--- src/rtl/arith_driver_0.sv ---
// rtl/arith_driver_0.sv - LFSR-driven self-test harness for an external signed 8+8 adder
// Issues pseudo-random operand pairs, tracks expected sums through a LATENCY-deep line, counts mismatches.
module arith_driver_0 #(
    parameter int LATENCY = 1
) (
    input  logic       system1000,
    input  logic       system1000_rst,
    input  logic       start_i,
    input  logic [7:0] count_i,
    input  logic [7:0] seed_i,
    input  logic [8:0] result_i,
    output logic [7:0] op_a_o,
    output logic [7:0] op_b_o,
    output logic       busy_o,
    output logic       done_o,
    output logic [7:0] err_count_o,
    output logic [7:0] first_err_o
);

    typedef enum logic [1:0] {IDLE, RUN, DRAIN, DONE} state_t;

    localparam logic [2:0] DRAIN_LAST = 3'(LATENCY - 1);

    state_t             state_q, state_d;
    logic [15:0]        lfsr_q, lfsr_d;
    logic [7:0]         count_q, count_d;
    logic [7:0]         idx_q, idx_d;
    logic [7:0]         err_q, err_d;
    logic [7:0]         first_q, first_d;
    logic [2:0]         drain_q, drain_d;
    logic               busy_q, busy_d;
    logic               done_q, done_d;
    logic [LATENCY-1:0] vld_q, vld_d;
    logic [7:0]         lidx_q [LATENCY];
    logic [7:0]         lidx_d [LATENCY];
    logic [8:0]         lexp_q [LATENCY];
    logic [8:0]         lexp_d [LATENCY];

    logic               run;
    logic [15:0]        lfsr_next;
    logic [8:0]         exp_now;

    assign run         = (state_q == RUN);
    assign op_a_o      = run ? lfsr_q[7:0]  : 8'h00;
    assign op_b_o      = run ? lfsr_q[15:8] : 8'h00;
    assign busy_o      = busy_q;
    assign done_o      = done_q;
    assign err_count_o = err_q;
    assign first_err_o = first_q;

    always_comb begin
        lfsr_next = lfsr_q[0] ? ((lfsr_q >> 1) ^ 16'hB400) : (lfsr_q >> 1);
        exp_now   = {op_a_o[7], op_a_o} + {op_b_o[7], op_b_o};

        state_d = state_q;
        lfsr_d  = lfsr_q;
        count_d = count_q;
        idx_d   = idx_q;
        err_d   = err_q;
        first_d = first_q;
        drain_d = drain_q;

        // Every cycle shifts the line; only RUN cycles insert a valid entry.
        vld_d[0]  = run;
        lidx_d[0] = idx_q;
        lexp_d[0] = exp_now;
        for (int i = 1; i < LATENCY; i++) begin
            vld_d[i]  = vld_q[i-1];
            lidx_d[i] = lidx_q[i-1];
            lexp_d[i] = lexp_q[i-1];
        end

        if (vld_q[LATENCY-1] && (result_i != lexp_q[LATENCY-1])) begin
            if (err_q != 8'hFF) begin
                err_d = err_q + 8'd1;
            end
            if (first_q == 8'hFF) begin
                first_d = lidx_q[LATENCY-1];
            end
        end

        case (state_q)
            IDLE, DONE: begin
                if (start_i) begin
                    count_d = count_i;
                    lfsr_d  = {seed_i, 8'hA5};
                    err_d   = 8'h00;
                    first_d = 8'hFF;
                    idx_d   = 8'h00;
                    vld_d   = '0;
                    state_d = (count_i == 8'h00) ? DONE : RUN;
                end
            end
            RUN: begin
                lfsr_d = lfsr_next;
                idx_d  = idx_q + 8'd1;
                if (idx_q == count_q - 8'd1) begin
                    state_d = DRAIN;
                    drain_d = 3'd0;
                end
            end
            DRAIN: begin
                if (drain_q == DRAIN_LAST) begin
                    state_d = DONE;
                end else begin
                    drain_d = drain_q + 3'd1;
                end
            end
            default: state_d = IDLE;
        endcase

        busy_d = (state_d == RUN) || (state_d == DRAIN);
        done_d = (state_d == DONE);
    end

    always_ff @(posedge system1000 or posedge system1000_rst) begin
        if (system1000_rst) begin
            state_q <= IDLE;
            lfsr_q  <= 16'h00A5;
            count_q <= 8'h00;
            idx_q   <= 8'h00;
            err_q   <= 8'h00;
            first_q <= 8'hFF;
            drain_q <= 3'd0;
            busy_q  <= 1'b0;
            done_q  <= 1'b0;
            vld_q   <= '0;
            for (int i = 0; i < LATENCY; i++) begin
                lidx_q[i] <= 8'h00;
                lexp_q[i] <= 9'h000;
            end
        end else begin
            state_q <= state_d;
            lfsr_q  <= lfsr_d;
            count_q <= count_d;
            idx_q   <= idx_d;
            err_q   <= err_d;
            first_q <= first_d;
            drain_q <= drain_d;
            busy_q  <= busy_d;
            done_q  <= done_d;
            vld_q   <= vld_d;
            for (int i = 0; i < LATENCY; i++) begin
                lidx_q[i] <= lidx_d[i];
                lexp_q[i] <= lexp_d[i];
            end
        end
    end

endmodule

--- config.mk ---
export PLATFORM = sky130hd
export DESIGN_NAME = arith_driver_0
export DESIGN_NICKNAME = d
export VERILOG_FILES = /design/src/rtl/arith_driver_0.sv
export SDC_FILE = /design/constraint.sdc
export NUM_CORES = 1
export LEC_CHECK = 0
export ABC_AREA = 1
export BUFFER_PORTS_ARGS = -buffer_cell sky130_fd_sc_hd__buf_2
export CAP_MARGIN = 10
export CORE_UTILIZATION = 35
export DETAILED_ROUTE_END_ITERATION = 16
export PLACE_DENSITY = 0.58
export RECOVER_POWER = 25
export SLEW_MARGIN = 20
export SYNTH_ARGS = -nofsm -noshare
export SYNTH_HDL_FRONTEND = slang
export SYNTH_SLANG_ARGS = --single-unit
--- constraint.sdc ---
create_clock -name system1000 -period 2.8 [get_ports system1000]
set_input_delay 0 -clock system1000 [delete_from_list [all_inputs] [get_ports system1000]]
set_output_delay 0 -clock system1000 [all_outputs]
set_load 0.01 [all_outputs]
# Word-level counts from Yosys, hierarchy flattened

Cells that the tools add are included.

Muxes and demuxes: 25
Equality and inequality tests: 13
Add/subtract/negate cells: 5
Reduce and logical (&&, ||, !) cells: 11
Bitwise logic cells: 1

Operator list:

| kind                | number |
|---|---|
| $mux 8              | 11 |
| $mux 16             | 2 |
| $pmux 16 s2         | 1 |
| $add 8x1->8 const B | 2 |
| $pmux 8 s2          | 1 |
| $add 8x8->9         | 1 |
| $ne 9x9->1          | 1 |
| $eq 2x2->1 const B  | 4 |
| $eq 8x8->1          | 1 |
| $eq 8x8->1 const B  | 1 |
| $logic_not 8->1     | 1 |
| $mux 2              | 4 |
| $ne 8x8->1 const B  | 1 |
| $sub 8x1->8 const B | 1 |
| $mux 3              | 2 |
| $pmux 2 s3          | 1 |
| $pmux 3 s2          | 1 |
| $eq 2x1->1 const B  | 2 |
| $ne 2x2->1 const B  | 2 |
| $not 3->4           | 1 |
| $reduce_and 2->1    | 2 |
| $reduce_bool 2->1   | 2 |
| $add 3x1->3 const B | 1 |
| $logic_not 3->1     | 1 |
| 7 further kinds     | 8 |

Bits in registers: 73
Output and inout bits: 34

# Depth between registers and ports, before layout

Gate-level depths: netlist of the first run.

Depth after elaboration: 6
Depth in mapped cells: 14

# Worst setup path after synthesis of the first run

Ideal clock, no wire load.

Path type: reg-to-reg
From: register state_q[1]
To: register lexp_q[8] (netlist bit)
Arrival time: 2.491 ns
Cell stages (with the launch flop): 15
Path slack: 0.183 ns
Data required time: 2.674 ns
Path buffers: 1
Path through: dfrtp_1 > inv_1 > ha_1 > buf_2 > nand2_1 > inv_1 > ha_1 > inv_1 > fa_1 > o21ai_0 > a21oi_1 > o21bai_1 > nand2_1 > nand3_1 > o21ai_0

Cells in the longest elaborated chain, start to end: 3
Elaborated cells on any way between the ends: 4

Ends and longest elaborated chain:

| what                           | line | text |
|---|---|---|
| start: declaration             | 24   | `state_t state_q, state_d;` |
| start signal: assignment       | 133  | `state_q <= state_d;` |
| $eq 2x1->1                     | 43   | `assign run = (state_q == RUN);` |
| $mux 8                         | 44   | `assign op_a_o = run ? lfsr_q[7:0] : 8'h00;` |
| net op_a_o[0]                  | 12   | `output logic [7:0] op_a_o,` |
| $add 8x8->9                    | 53   | `exp_now = {op_a_o[7], op_a_o} + {op_b_o[7], op_b_o};` |
| net exp_now[8]                 | 41   | `logic [8:0] exp_now;` |
| end signal: indexed assignment | 145  | `lexp_q[i] <= lexp_d[i];` |
| end: declaration               | 36   | `logic [8:0] lexp_q [LATENCY];` |

The timed path passes the listed nets, and every way through them passes these cells.
A chain may end at the register's enable or synchronous reset.

# Worst setup path in the final report of the first run

From: register state_q[1]
To: register lexp_q[8] (netlist bit)

Cells in the longest elaborated chain, start to end: 3
Elaborated cells on any way between the ends: 4

Ends and longest elaborated chain:

| what                             | line |
|---|---|
| $eq 2x1->1 *                     | 43 |
| $mux 8, on equally long branches | 44, 45 |
| $add 8x8->9 *                    | 53 |
| net exp_now[8]                   | 41 |

The timed path passes the listed nets; every way through them passes the cells marked *.

==> summary.txt, run 1 <==
Logic synthesis
  • Synthesized area: 4100 um2
  • Most common cell in the netlist: nand2_1
  • Most common flop cell mapped by yosys: dfrtp_1
  • Netlist cell types: 40
  • Area contributors post-synth: dfrtp_1, nand2_1, dfstp_2
  • Post-synth ARST share: 1.00
  • Synth top cells by count: nand2_1, inv_1, dfrtp_1, nor2_1
  • #FFs+latches synth: 73
  • Number of synthesized flops with an enable pin: 0
  • Sequential cell area fraction in the yosys report: 0.449
  • Net Count, Synth: 555
  • Synth top area share: 0.372
  • YS warnings: 0
  • Yosys top cell by area: dfrtp_1
  • Avg Cell Area, Syn: 8.04 um2
  • Post-Synthesis Cells: 510

Detailed routing
  • DRC: 0
  • Vias: 3,481
  • Vias per inst: 4.72
  • 1st-pass router iterations: 4
  • Detailed Route Iter0 Violations: 215
  • Wirelength per Cell: 12.7 um
  • WL final: 9390 um
  • Remaining antenna violation count after routing: 0

Setup path
  • Slowest stage delay, CP: 0.47 ns
  • Setup crit end kind: flop
  • CP arrival: 2.64 ns
  • CP most frequent cell: nand2_1
  • Critical path type: flop to flop
  • Worst setup SP type: flop
  • Family with the most delay on the worst path: adder cells
  • Crit path max-delay cell type: fa_1
  • WP data required: 3.01 ns
  • CP bufs+invs: 2
  • Cells along the critical path: inv_1, ha_1, buf_4, nand2_1, fa_1, o21ai_1, a21oi_1, o21bai_1, nand2_1, nand3_1, o21ai_0
  • CP Max Fanout: 20

Outcome
  • Status: complete, but fails checks
  • Failing checks: max-capacitance violations, max-slew violations

Timing
  • Min Tclk post-route: 2.43 ns
  • RSZ-0062 raised after global routing: no
  • Relative slew slack: -0.0384
  • Fmax: 0.411 GHz
  • Worst clock skew: 0.00422 ns
  • Fin. Hold Viols: 0
  • Hold slack final: 0.0698 ns
  • Final setup vio count: 0
  • Setup TNS Final: 0 ns
  • Final period util: 0.868
  • Final Max Slew Viols: 65
  • Worst-Margin Slew: 1.56 ns

Placed design
  • Placer Congestion: 0.869
  • Post-DP HPWL: 6930 um
  • Buffers on Ports: 61
  • Placed insts: 705
  • DP Area: 4530 um2

CTS
  • Clk_lat worst skew: 0.33 ns
  • Number of H-tree levels: 3
  • Clock transition at path regs: 0.06 ns
  • Total CTS buffers: 9
  • Root buffer cell: clkbuf_16
  • CTS sink count: 73
  • Clk buf depth: 2
  • CTS tree: done

Cells and area
  • Fraction of layout cells with a size suffix above 1: 0.183
  • Area Overhead vs Synth: 21.6%
  • Design area: 4990 um2
  • Antenna cells: 0
  • Layout Nets: 635
  • Fin cells: 738

Floorplanning
  • Ports: 62
  • Die area: 12,200 um2
  • Row count: 39
  • Initial core utilization: 0.359
  • Die X: 110 um
  • Die Span Y: 110 um
  • Core Region: 11,400 um2

Power
  • Power Density: 1120 nW/um2
  • Maximum VDD drop: 531 uV
  • Leak pwr: 2.63 nW

Global routing
  • Initial antenna violation count: 0
  • Grt peak-use layer: met2
  • Vias in the first global route: 3,321
  • M2 GR Usage: 0.281
  • Gr usage total: 0.170
  • Grt met3 use: 0.0535
  • Met1 Resource Use GR: 0.210
  • First-pass GRT wire length: 15,500 um
  • Grt total ovfl: 0
  • Largest net degree at the start of global routing: 65

Worst hold path
  • Hold Path Class: input pin to flop

Job
  • Max-cap violations: 1
[tightest hold or removal path, delay by kind of cell]
family	cells	cell delay [ns]
AOI/OAI and AO/OA	2	0.13
buffers and inverters	1	0.10
and+or+nand+nor	2	0.12
[routing by layer]
layer,wire (um),part of all wire
met2,4410,0.47
met4,165,0.018
met1,4350,0.46
met5,0,0
met3,459,0.049
[cells in the final DEF (no fill, tap or decap), types with 5 or more instances in the layout]
cell,instances
nand2_1,135
inv_1,76
dfrtp_1,61
buf_2,51
nor2_1,37
nand3_1,27
o21ai_0,26
a21oi_1,23
dlygate4sd3_1,17
ha_1,16
xor2_1,11
clkbuf_1,10
nand4_1,9
clkbuf_16,9
dfstp_1,8
xnor2_1,6
o21ai_1,6
inv_2,5
nand3_2,5
nor3_2,5
[final cells by class]
type	instances	area [um2]
inverter	85	327
multi-input combinational	338	1840
sequential	73	1840
fill	1154	6430
timing repair buffer	83	498
tap	143	179
clock buffer	9	225
clock inverter	7	77.6
[registers in the layout, summed over array words and instances, names as in the netlist]
register and cells:
busy_o 1, lidx_q 8, idx_q 8, vld_q 1, done_o 1, err_count_o 8, lfsr_q 16, count_q 8
first_err_o 8, state_q 2, drain_q 3, lexp_q 9
[logic make-up (layout without fill, tap and decap cells)]
group                      Yosys count  count (layout)  synth area share
adders and majority gates           17              17            0.0537
xor gates and xnor gates            17              17            0.0363
and+or+nand+nor                    243             243             0.280
buffers and inverters               99             184             0.102
AOI/OAI and AO/OA                   61              61            0.0787
DFF                                 73              73             0.449
[path summary, 6_finish.rpt]
check | startpoint | endpoint | slack [ns] | cells past startpoint
max | state_q[1] | lexp_q[8] | 0.37 | 11
min | seed_i[4] | lfsr_q[12] | 0.07 | 5
max reg2reg | state_q[1] | lexp_q[8] | 0.37 | 11
min reg2reg | idx_q[4] | lidx_q[4] | 0.41 | 0
max in group asynchronous | system1000_rst | err_count_o[4] | 0.78 | 4
min in group asynchronous | system1000_rst | lexp_q[3] | 0.18 | 3
[through the flow]
step	total power [mW]	util	setup WS [ns]
floorplan	3.79	-	0.183
global placement	4.41	0.397	0.335
detailed placement	4.45	0.397	0.286
CTS	5.67	0.438	0.257
global route	6.11	0.437	0.0640
finish	5.58	0.437	0.368
[power by group]
part | internal, mW | switching [mW]
Combinational | 0.944 | 1.67
Clock | 0.697 | 0.469
Sequential | 1.48 | 0.318
Total | 3.12 | 2.46
[what timing repair did]
item	4_1_cts	5_1_grt
gates resized for setup	0	1
hold endpoints to repair	27	0
buffers inserted	0	0
endpoints found under the setup margin	0	1
hold buffers	17	0
Note: power is estimated with default switching activity, not from simulation.
==> run 2: changes to the inputs <==
Settings changed: REMOVE_ABC_BUFFERS set to 1.
==> summary.txt, run 2 (synthesized netlist as in run 1, its figures left out) <==
Setup path
  • CP bufs+invs: 3 (was 2)
  • Crit path depth: 13 (was 11)
  • CP arrival: 2.65 ns (was 2.64 ns)
  • CP most frequent cell: inv_1 (was nand2_1)
  • Origin of the worst setup path: state_q[1] (unchanged)
  • R2R Path End: lexp_q[8] (unchanged)
  • Family with the most delay on the worst path: adder cells (unchanged)
  • Slowest stage delay, CP: 0.40 ns (was 0.47 ns)
  • Crit path capture: lexp_q[8] (unchanged)
  • FF-to-FF setup slack: 0.36 ns (was 0.37 ns)
  • Cells along the critical path: inv_1, ha_1, nand2_1, inv_1, ha_1, inv_1, fa_1, o21ai_0, a21oi_1, o21bai_1, nand2_1, nand3_1, o21ai_0 (was inv_1, ha_1, buf_4, nand2_1, fa_1, o21ai_1, a21oi_1, o21bai_1, nand2_1, nand3_1, o21ai_0)
  • Worst R2R Path Depth: 13 (was 11)
  • Worst setup SP type: flop (unchanged)
  • Reg2reg start: state_q[1] (unchanged)
  • WP data required: 3.01 ns (about the same)
  • CP Max Fanout: 4 (was 20)
  • Crit path max-delay cell type: fa_1 (unchanged)
  • Setup crit end kind: flop (unchanged)
  • Critical path type: flop to flop (unchanged)

Timing
  • Fmax: 0.410 GHz (was 0.411 GHz)
  • Min Tclk post-route: 2.44 ns (was 2.43 ns)
  • Worst-Margin Slew: 1.16 ns (was 1.56 ns)
  • Final setup vio count: 0 (unchanged)
  • Fin. Hold Viols: 0 (unchanged)
  • Final Max Slew Viols: 0 (was 65)
  • Fin worst setup slack: 0.359 ns (was 0.368 ns)
  • RSZ-0062 raised after global routing: no (unchanged)
  • Worst clock skew: 0.00556 ns (was 0.00422 ns)
  • Relative slew slack: 0.228 (was -0.0384)
  • Final period util: 0.872 (was 0.868)

Floorplanning
  • Core Region: 11,400 um2 (unchanged)
  • Ports: 62 (unchanged)
  • Die area: 12,200 um2 (unchanged)
  • Die X: 110 um (unchanged)
  • Die Span Y: 110 um (unchanged)
  • Initial core utilization: 0.359 (unchanged)
  • Row count: 39 (unchanged)

Detailed routing
  • Detailed Route Iter0 Violations: 214 (was 215)
  • 1st-pass router iterations: 5 (was 4)
  • Wirelength per Cell: 12.6 um (was 12.7 um)
  • Remaining antenna violation count after routing: 0 (unchanged)
  • Vias: 3,435 (was 3,481)
  • WL final: 9300 um (was 9390 um)
  • Vias per inst: 4.64 (was 4.72)
  • DRC: 0 (unchanged)

Global routing
  • Gr usage total: 0.169 (was 0.170)
  • Vias in the first global route: 3,293 (was 3,321)
  • First-pass GRT wire length: 15,500 um (about the same)
  • Grt total ovfl: 0 (unchanged)
  • Largest net degree at the start of global routing: 32 (was 65)
  • Initial antenna violation count: 0 (unchanged)

Cells and area
  • Area Overhead vs Synth: 23.6% (was 21.6%)
  • Fraction of layout cells with a size suffix above 1: 0.204 (was 0.183)
  • Max reg flops: 16 (unchanged)
  • Largest regs: lfsr_q (16), lexp_q (9) (unchanged)
  • Layout Nets: 637 (was 635)
  • Commonest non-fill, non-tap cell in the layout: nand2_1 (unchanged)
  • Most frequent cells in the layout: nand2_1, inv_1, dfrtp_1 (unchanged)
  • Biggest register: lfsr_q (unchanged)
  • Antenna cells: 0 (unchanged)

Outcome
  • Status: complete, no violations (was complete, but fails checks)

Placed design
  • Placer Congestion: 0.866 (was 0.869)
  • Pre-CTS setup slack: 0.355 ns (was 0.286 ns)
  • Post-DP HPWL: 6980 um (was 6930 um)
  • Buffers on Ports: 61 (unchanged)

CTS
  • CTS sink count: 73 (unchanged)
  • Number of setup buffers added after CTS: 0 (unchanged)
  • Clk_lat worst skew: 0.33 ns (about the same)
  • Clock transition at path regs: 0.06 ns (about the same)
  • Clk buf depth: 2 (unchanged)
  • Root buffer cell: clkbuf_16 (unchanged)
  • CTS tree: done (unchanged)
  • Total CTS buffers: 9 (unchanged)
  • Number of H-tree levels: 3 (unchanged)

Job
  • Max-cap violations: 0 (was 1)

Power
  • Maximum VDD drop: 521 uV (was 531 uV)
  • Leak pwr: 2.69 nW (was 2.63 nW)
  • Power Density: 1160 nW/um2 (was 1120 nW/um2)
  • Tot Pwr: 5.86 mW (was 5.58 mW)

Worst hold path
  • Hold Path Class: input pin to flop (unchanged)
-- run 2: cell types whose count changed in the layout (fill, tap and decap cells not counted), moves of 3 or more --
cell,delta
dfstp_1,-8
dfstp_2,+8
buf_4,+4
bufinv_16,+3
-- run 2: layout make-up --
| type | instances | area (um2) |
|---|---|---|
| inverter | 85 | 327 |
| clock inverter | 7 | 141 |
| sequential | 73 | 1840 |
| tap | 143 | 179 |
| fill | 1125 | 6350 |
| clock buffer | 9 | 225 |
| multi-input combinational | 338 | 1840 |
| timing repair buffer | 85 | 515 |
-- run 2: how the worst min path moves through the flow --
stage                               from              to  depth (start not counted)
after floorplan                  start_i  err_count_o[3]                          1
after global placement    system1000_rst       lfsr_q[4]                          2
after detailed placement  system1000_rst       lfsr_q[4]                          2
after CTS                      seed_i[5]      lfsr_q[13]                          5
after global routing           seed_i[5]      lfsr_q[13]                          5
final                          seed_i[5]      lfsr_q[13]                          5
-- run 2: where the power goes --
group          internal, mW  leakage (nW)  switching (mW)
Sequential             1.49         0.917           0.315
Combinational         0.972          1.60            1.67
Clock                 0.962         0.176           0.451
Total                  3.42          2.69            2.44
-- run 2: per-stage QoR --
| stage | hold slack, ns | instances | utilization | cell area, um2 | setup TNS (ns) |
|---|---|---|---|---|---|
| finish | 0.0181 | 740 | 0.444 | 5070 | 0 |
| global route | 0.0398 | 740 | 0.444 | 5070 | 0 |
| CTS | 0.00705 | 740 | 0.445 | 5080 | 0 |
| detailed placement | 0.139 | 708 | 0.399 | 4550 | 0 |
| global placement | 0.135 | 708 | 0.399 | 4550 | 0 |
| floorplan | 0.0815 | 496 | - | 4010 | -0.0521 |
-- run 2: per-layer routing --
layer	track usage	share of wire	vias to the layer above
met1	0.213	0.47	1583
met4	0.0536	0.015	0
met2	0.277	0.47	71
met3	0.0529	0.047	14
li1	-	-	1767
met5	0	0	-
-- run 2: timing repair --
action / 4_1_cts / 5_1_grt
hold endpoints to repair: 42 / 0
resized for setup: 0 / 0
hold buffers: 16 / 0
-- run 2: tightest hold or removal path, stage by stage --
cell and delay [ns]:
buf_2 0.08, nand2_1 0.04, nand3_1 0.06, nand3_1 0.06, o21ai_0 0.08
